### src/rtl/dlx_pipe_ctrl.sv
// dlx_pipe_ctrl: hazard detection, ID operand-a forwarding, fetch flush and
// trap/illegal drain sequencing for the 5-stage DLX pipeline, plus a stall counter.
package dlx_pipe_ctrl_pkg;
    typedef enum logic [2:0] {NOFORW, RR_ALU, IM_ALU, BRANCH, LOAD, STORE} opcode_class;
    typedef logic [4:0] reg_adr;
    typedef enum logic {FWDSEL_ID_A, FWDSEL_EX_MEM_ALU_OUT} fwd_select;
endpackage

module dlx_pipe_ctrl
    import dlx_pipe_ctrl_pkg::*;
#(
    parameter int DRAIN_CYCLES = 3,
    parameter int PERF_W = 32
) (
    input  logic              clk,
    input  logic              rst,
    input  logic              dc_wait,
    input  opcode_class       id_opcode_class,
    input  reg_adr            id_ir_rs1,
    input  reg_adr            id_ir_rs2,
    input  logic              id_cond,
    input  logic              id_halt,
    input  logic              id_illegal_instr,
    input  opcode_class       id_ex_opcode_class,
    input  reg_adr            id_ex_reg_rd,
    input  logic              id_ex_reg_wen,
    input  opcode_class       ex_mem_opcode_class,
    input  reg_adr            ex_mem_reg_rd,
    input  logic              ex_mem_reg_wen,
    output logic              stall,
    output logic              if_hold,
    output logic              if_flush,
    output fwd_select         id_a_fwd_sel,
    output logic              halted,
    output logic              exception,
    output logic [PERF_W-1:0] stall_count
);
    typedef enum logic [2:0] {RUN, HALT_DRAIN, EXC_DRAIN, HALTED, EXC} state_t;

    state_t     state, state_n;
    logic [2:0] cnt, cnt_n;
    logic       run, use_rs1, use_rs2, rs1_nz, rs2_nz;
    logic       load_use, br_ex, br_ld, haz, trap;

    assign use_rs1 = id_opcode_class inside {RR_ALU, IM_ALU, BRANCH, LOAD, STORE};
    assign use_rs2 = id_opcode_class inside {RR_ALU, STORE};
    assign rs1_nz  = id_ir_rs1 != '0;
    assign rs2_nz  = id_ir_rs2 != '0;

    assign load_use = id_ex_opcode_class == LOAD && id_ex_reg_wen &&
                      ((use_rs1 && rs1_nz && id_ex_reg_rd == id_ir_rs1) ||
                       (use_rs2 && rs2_nz && id_ex_reg_rd == id_ir_rs2));
    // a branch resolves in ID, so it cannot use a result still in EX or a load in MEM
    assign br_ex = id_opcode_class == BRANCH && id_ex_reg_wen && rs1_nz &&
                   id_ex_reg_rd == id_ir_rs1;
    assign br_ld = id_opcode_class == BRANCH && ex_mem_opcode_class == LOAD &&
                   ex_mem_reg_wen && rs1_nz && ex_mem_reg_rd == id_ir_rs1;

    assign run  = rst && state == RUN;
    assign haz  = run && (load_use || br_ex || br_ld);
    assign trap = id_halt || id_illegal_instr;

    // outside RUN (including reset) the front end is frozen and bubbles are issued
    assign stall    = !run || haz || dc_wait || trap;
    assign if_hold  = stall;
    assign if_flush = run && id_cond && !haz && !dc_wait;

    assign id_a_fwd_sel = (rst && ex_mem_reg_wen && rs1_nz && ex_mem_reg_rd == id_ir_rs1 &&
                           ex_mem_opcode_class != LOAD) ? FWDSEL_EX_MEM_ALU_OUT : FWDSEL_ID_A;

    always_comb begin
        state_n = state;
        cnt_n   = cnt;
        if (!dc_wait) begin
            case (state)
                RUN: begin
                    if (id_illegal_instr && !haz) begin
                        state_n = EXC_DRAIN;
                        cnt_n   = 3'(DRAIN_CYCLES - 1);
                    end else if (id_halt && !haz) begin
                        state_n = HALT_DRAIN;
                        cnt_n   = 3'(DRAIN_CYCLES - 1);
                    end
                end
                HALT_DRAIN: begin
                    state_n = (cnt == 3'd0) ? HALTED : HALT_DRAIN;
                    cnt_n   = (cnt == 3'd0) ? cnt : cnt - 3'd1;
                end
                EXC_DRAIN: begin
                    state_n = (cnt == 3'd0) ? EXC : EXC_DRAIN;
                    cnt_n   = (cnt == 3'd0) ? cnt : cnt - 3'd1;
                end
                default: state_n = state;
            endcase
        end
    end

    always_ff @(posedge clk or negedge rst) begin
        if (!rst) begin
            state       <= RUN;
            cnt         <= 3'd0;
            halted      <= 1'b0;
            exception   <= 1'b0;
            stall_count <= '0;
        end else begin
            state     <= state_n;
            cnt       <= cnt_n;
            halted    <= halted || state_n == HALTED;
            exception <= exception || state_n == EXC;
            if (run && stall && !(&stall_count))
                stall_count <= stall_count + PERF_W'(1);
        end
    end
endmodule

### config.mk
export PLATFORM = sky130hd
export DESIGN_NAME = dlx_pipe_ctrl
export DESIGN_NICKNAME = d
export VERILOG_FILES = /design/src/rtl/dlx_pipe_ctrl.sv
export SDC_FILE = /design/constraint.sdc
export NUM_CORES = 1
export LEC_CHECK = 0
export ABC_AREA = 1
export ABC_CLOCK_PERIOD_IN_PS = 4150
export CORE_ASPECT_RATIO = 0.8
export CORE_UTILIZATION = 53
export DETAILED_ROUTE_END_ITERATION = 10
export PLACE_DENSITY = 0.94
export SKIP_LAST_GASP = 1
export SLEW_MARGIN = 10
export SYNTH_ARGS = -nofsm -noshare
export SYNTH_HDL_FRONTEND = slang
export SYNTH_SLANG_ARGS = --single-unit
### constraint.sdc
create_clock -name clk -period 4.15 [get_ports clk]
set_input_delay 0.83 -clock clk [delete_from_list [all_inputs] [get_ports clk]]
set_output_delay 0.83 -clock clk [all_outputs]
set_load 0.02 [all_outputs]
Yosys cells after proc, flatten, opt, wreduce, memory -nomap -nowiden. Cells that the tools add are included.

Input bits: 37. Logic and storage cells: 85. Output and inout port bits: 38. Bits in registers: 40.

Muxes and demuxes: 11. Add/subtract/negate cells: 2. Reduce and logical (&&, ||, !) cells: 49. Bitwise operators: 1. Equality and inequality tests: 17.

Operators by type and width (count): adder 32 x 1 -> 32 bit, second input constant (1); AND reduction 32 bit (1); logical AND 1 bit (26); 2-to-1 mux 3 bit (7); equality test 3 bit, second input constant (5); equality test 5 bit (3); nonzero test 5 bit (3); equality test 3 x 2 -> 1 bit, second input constant (4); logical OR 1 bit (9); case mux 3 bit (3 select lines) (1); equality test 3 x 1 -> 1 bit, second input constant (2); logical NOT 3 bit (2); case mux 3 bit (2 select lines) (1); logical NOT 1 bit (4); AND reduction 4 bit (1); nonzero test 2 bit (2); != test 3 x 1 -> 1 bit, second input constant (1); != test 3 bit, second input constant (1); subtractor 3 x 1 -> 3 bit, second input constant (1); 2-to-1 mux 2 bit (1); != test 2 bit, second input constant (1); OR reduction 2 bit (1); 2-to-1 mux 1 bit (1); inverter 1 bit (1).

Logic depth before layout (Yosys ltp).
Depth in word-level cells: 17. Mapped depth: 17. Mapped depth without buffers: 17.

Worst setup path after synthesis. OpenSTA, ideal clock, no wires.

Path type: input to output. From: in id_ir_rs1[3]. To: out stall. Buffers on the path: 1. Cell stages on the path: 11. Arrival time: 1.909 ns. Setup slack: 1.411 ns. Cell sequence: inv_1 nand3_1 nor2_1 nor2_1 nand2_1 nand2_1 nand2_1 nand2_2 nor3_2 nand2_1 buf_4.

Word-level cells in the longest chain between the ends: 11.

Ends and longest elaborated chain: start, declared (RTL line 19) `input reg_adr id_ir_rs1,`; nonzero test 5 bit (RTL line 47) `assign rs1_nz = id_ir_rs1 != '0;`; logical AND 1 bit (2 in a row) (RTL line 51) `((use_rs1 && rs1_nz && id_ex_reg_rd == id_ir_rs1) ||`; logical OR 1 bit (RTL line 51); logical AND 1 bit (RTL line 50) `assign load_use = id_ex_opcode_class == LOAD && id_ex_reg_wen &&`; logical OR 1 bit (RTL line 60) `assign haz = run && (load_use || br_ex || br_ld);`; logical OR 1 bit (*) (RTL line 60); logical AND 1 bit (*) (RTL line 60); logical OR 1 bit (*) (3 in a row) (RTL line 64) `assign stall = !run || haz || dc_wait || trap;`; end, declared (RTL line 30) `output logic stall,`.

Mark *: on every way between the ends. The rest lies on a longest branch, timed or not.

Final worst setup path.
From: in id_ir_rs1[4]. To: out if_flush.

Word-level cells in the longest chain between the ends: 11.

Ends and longest elaborated chain: nonzero test 5 bit (RTL line 47); logical AND 1 bit (2 in a row) (RTL line 51); logical OR 1 bit (RTL line 51); logical AND 1 bit (RTL line 50); logical OR 1 bit (RTL line 60); logical OR 1 bit (*) (RTL line 60); logical AND 1 bit (*) (RTL line 60); logical NOT 1 bit (*) (RTL line 66) `assign if_flush = run && id_cond && !haz && !dc_wait;`; logical AND 1 bit (*) (2 in a row) (RTL line 66); end, declared (RTL line 32) `output logic if_flush,`.

Marked as above.

==> results.json <==
{
  "cts_buffers": 5,
  "max_freq_mhz": 270,
  "hold_path_class": "in -> async",
  "wl_met1_mm": 3.49,
  "initial_core_util_pct": 55.7,
  "grt_use_total_pct": 27.7,
  "final_cell_mix": "nand2_1 (135), clkdlybuf4s50_1 (73), inv_1 (61), nor2_1 (48), dfrtp_1 (40)",
  "cts_tree": "done",
  "die_x_um": 83.8,
  "postCtsHoldBufs": 0,
  "grt_max_degree": 33,
  "p_int_w": 0.000644,
  "routed.top_layer": "met4",
  "via_per_inst": 5.25,
  "syn_inst": 419,
  "relSlewSlack_pct": 65.2,
  "skew_ps": 7.51,
  "grt_pass1_vias": 2684,
  "wl_mm": 7.67,
  "post-route-period-util_pct": 89.4,
  "grt_overflow": 0,
  "peakVddDrop_mv": 0.165,
  "yosys_warnings": 0,
  "synth_edf_count": 0,
  "path_clk_slew_ps": 80,
  "rsz0062_at_grt": "no",
  "syn_nets": 459,
  "antenna_found_initial": 0,
  "status": "complete, but fails checks",
  "power.leakage_nw": 1.88,
  "netSwitchingPower_w": 0.000175,
  "drv_cap": 0,
  "power.density_mw_per_mm2": 219,
  "drt-initial-drc-count": 236,
  "switching_share_pct": 21.4,
  "synth-seq-cells": 40,
  "yosysSeqAreaShare_pct": 35.3,
  "critPathLaunchType": "input port",
  "cts_resized": 0,
  "antennaDiodeCount": 0,
  "yosysTopAreaCell": "dfrtp_1",
  "dieArea_sq_mm": 0.00565,
  "cp-end-kind": "primary output",
  "area_growth_pct": 32.0,
  "netlist_area_sq_mm": 0.00284,
  "arrival_ps": 2880,
  "antenna_left": 0,
  "cts_max_level": 2,
  "place_hpwl_mm": 5.85,
  "vias": 2933,
  "synth_ff_type": "dfrtp_1",
  "rows": 23,
  "comb_power_share_pct": 10.1,
  "clock_tree.root_cell": "clkbuf_8",
  "core_region_area_sq_mm": 0.00509,
  "pwr-share-clk_pct": 42.4,
  "nets": 536,
  "first_pass_iters": 9,
  "clock-sinks": 40,
  "path_max_fanout": 4,
  "cts_buffer_depth": 2,
  "hold_slack_ps": 469,
  "synth_top_area_share_pct": 35.3,
  "io_pins": 75,
  "io_buffers": 74,
  "clock_latency_ps": 300,
  "async_reset_ff_share_pct": 100,
  "violations": "design-rule violations",
  "setup_viol": 0,
  "drc": 12,
  "slew_viol_final": 0,
  "synth.area.top_cells": "dfrtp_1 (35%), nand2_1 (18%), inv_1 (8.1%)",
  "grt_pass1_wl_mm": 12.2,
  "gp_congestion": 0.920,
  "dr_wl_met3_um": 593,
  "wl_per_cell_um": 13.7,
  "required_ps": 3320,
  "period_minus_slack_ps": 3710,
  "layout_commonest_cell": "nand2_1",
  "yosysUniqueCellTypes": 34,
  "critPathKind": "in -> out",
  "final.setup.tns_ps": 0,
  "dr_wl_met2_mm": 3.46,
  "drive_gt1_share_pct": 4.83,
  "syn_avg_cell_area_sq_um": 6.78,
  "dieHeight_um": 67.5,
  "p_seq_share_pct": 47.5,
  "cts_setup_buffers": 0,
  "final_hold_viol_count": 0,
  "worstMarginPinSlew_ps": 517
}
==> state kept, by name (all words and copies together) (netlist names) <==
register / flops
exception: 1
state: 3
stall_count: 32
halted: 1
cnt: 3
==> per-layer routing <==
| metal | track usage (%) | up-vias |
|---|---|---|
| met1 | 37.0 | 1304 |
| li1 | - | 1473 |
| met4 | 7.97 | 0 |
| met2 | 46.4 | 135 |
| met3 | 5.38 | 21 |
| met5 | 0 | - |
==> final cells by class <==
| class | count | area [sq um] |
|---|---|---|
| sequential | 40 | 1000 |
| tap | 62 | 77.6 |
| clock buffer | 7 | 96.3 |
| fill | 388 | 1350 |
| clock inverter | 1 | 30.0 |
| timing repair buffer | 75 | 743 |
| inverter | 64 | 243 |
| multi-input combinational | 310 | 1560 |
==> power by group through the flow <==
stage	clock network, W	logic [W]	registers, W
after floorplan	0	0.0000279	0.000397
after global placement	0	0.0000792	0.000397
after detailed placement	0	0.0000822	0.000397
after CTS	0.000351	0.0000825	0.000389
after global routing	0.000367	0.0000919	0.000389
final	0.000347	0.0000825	0.000389
==> worst max-delay path: stages <==
cell and delay (ps):
clkdlybuf4s50_1 490, inv_2 100, nand3_1 120, nor2_1 160
nor2_1 70, nand2_1 70, nand2_1 60, nand2_1 70
nand2_2 70, nor3_2 120, and2_1 140, clkdlybuf4s50_1 590
==> kinds of logic after synthesis <==
group	share of synthesized area, %
AO/OA/AOI/OAI	4.72
XOR/XNOR	9.83
adder cells (fa/ha/maj)	1.32
buffers and inverters	9.96
flip-flops	35.3
AND/OR/NAND/NOR	38.9
==> path summary, 6_finish.rpt <==
check | startpoint | end | slack [ps] | cells after the start
worst min-delay path | rst | stall_count[22] | 470 | 1
worst max-delay path | id_ir_rs1[4] | if_flush | 440 | 12
min in group clk | exception | exception | 480 | 2
worst max register to register | stall_count[0] | stall_count[23] | 1720 | 10
worst min register to register | exception | exception | 480 | 2
max in group asynchronous | rst | stall_count[27] | 3010 | 2
==> through the flow <==
step | area [sq um] | setup slack, ps | util, % | power (W) | cells
finish | 3750 | 440 | 73.5 | 0.000819 | 559
CTS | 3750 | 460 | 73.5 | 0.000823 | 559
global placement | 3620 | 551 | 71.1 | 0.000476 | 551
floorplan | 2840 | 1410 | - | 0.000425 | 419
detailed placement | 3620 | 460 | 71.1 | 0.000479 | 551
global route | 3750 | 311 | 73.5 | 0.000849 | 559
==> synthesized netlist by cell type (2+ instances only) <==
cell     number
inv_2         2
xor2_1       24
nand2_2       4
nand4_1       9
o21ai_1       5
nand2_4       2
xnor2_1       6
buf_6         2
nor3_1       22
nor2_1       48
nor4_1        7
o21ai_0      14
buf_2         2
inv_1        61
dfrtp_1      40
a21oi_1       2
nand3_2       2
ha_1          3
nand3_1      15
nand2_1     135
Power figures use the tool's default switching activity.
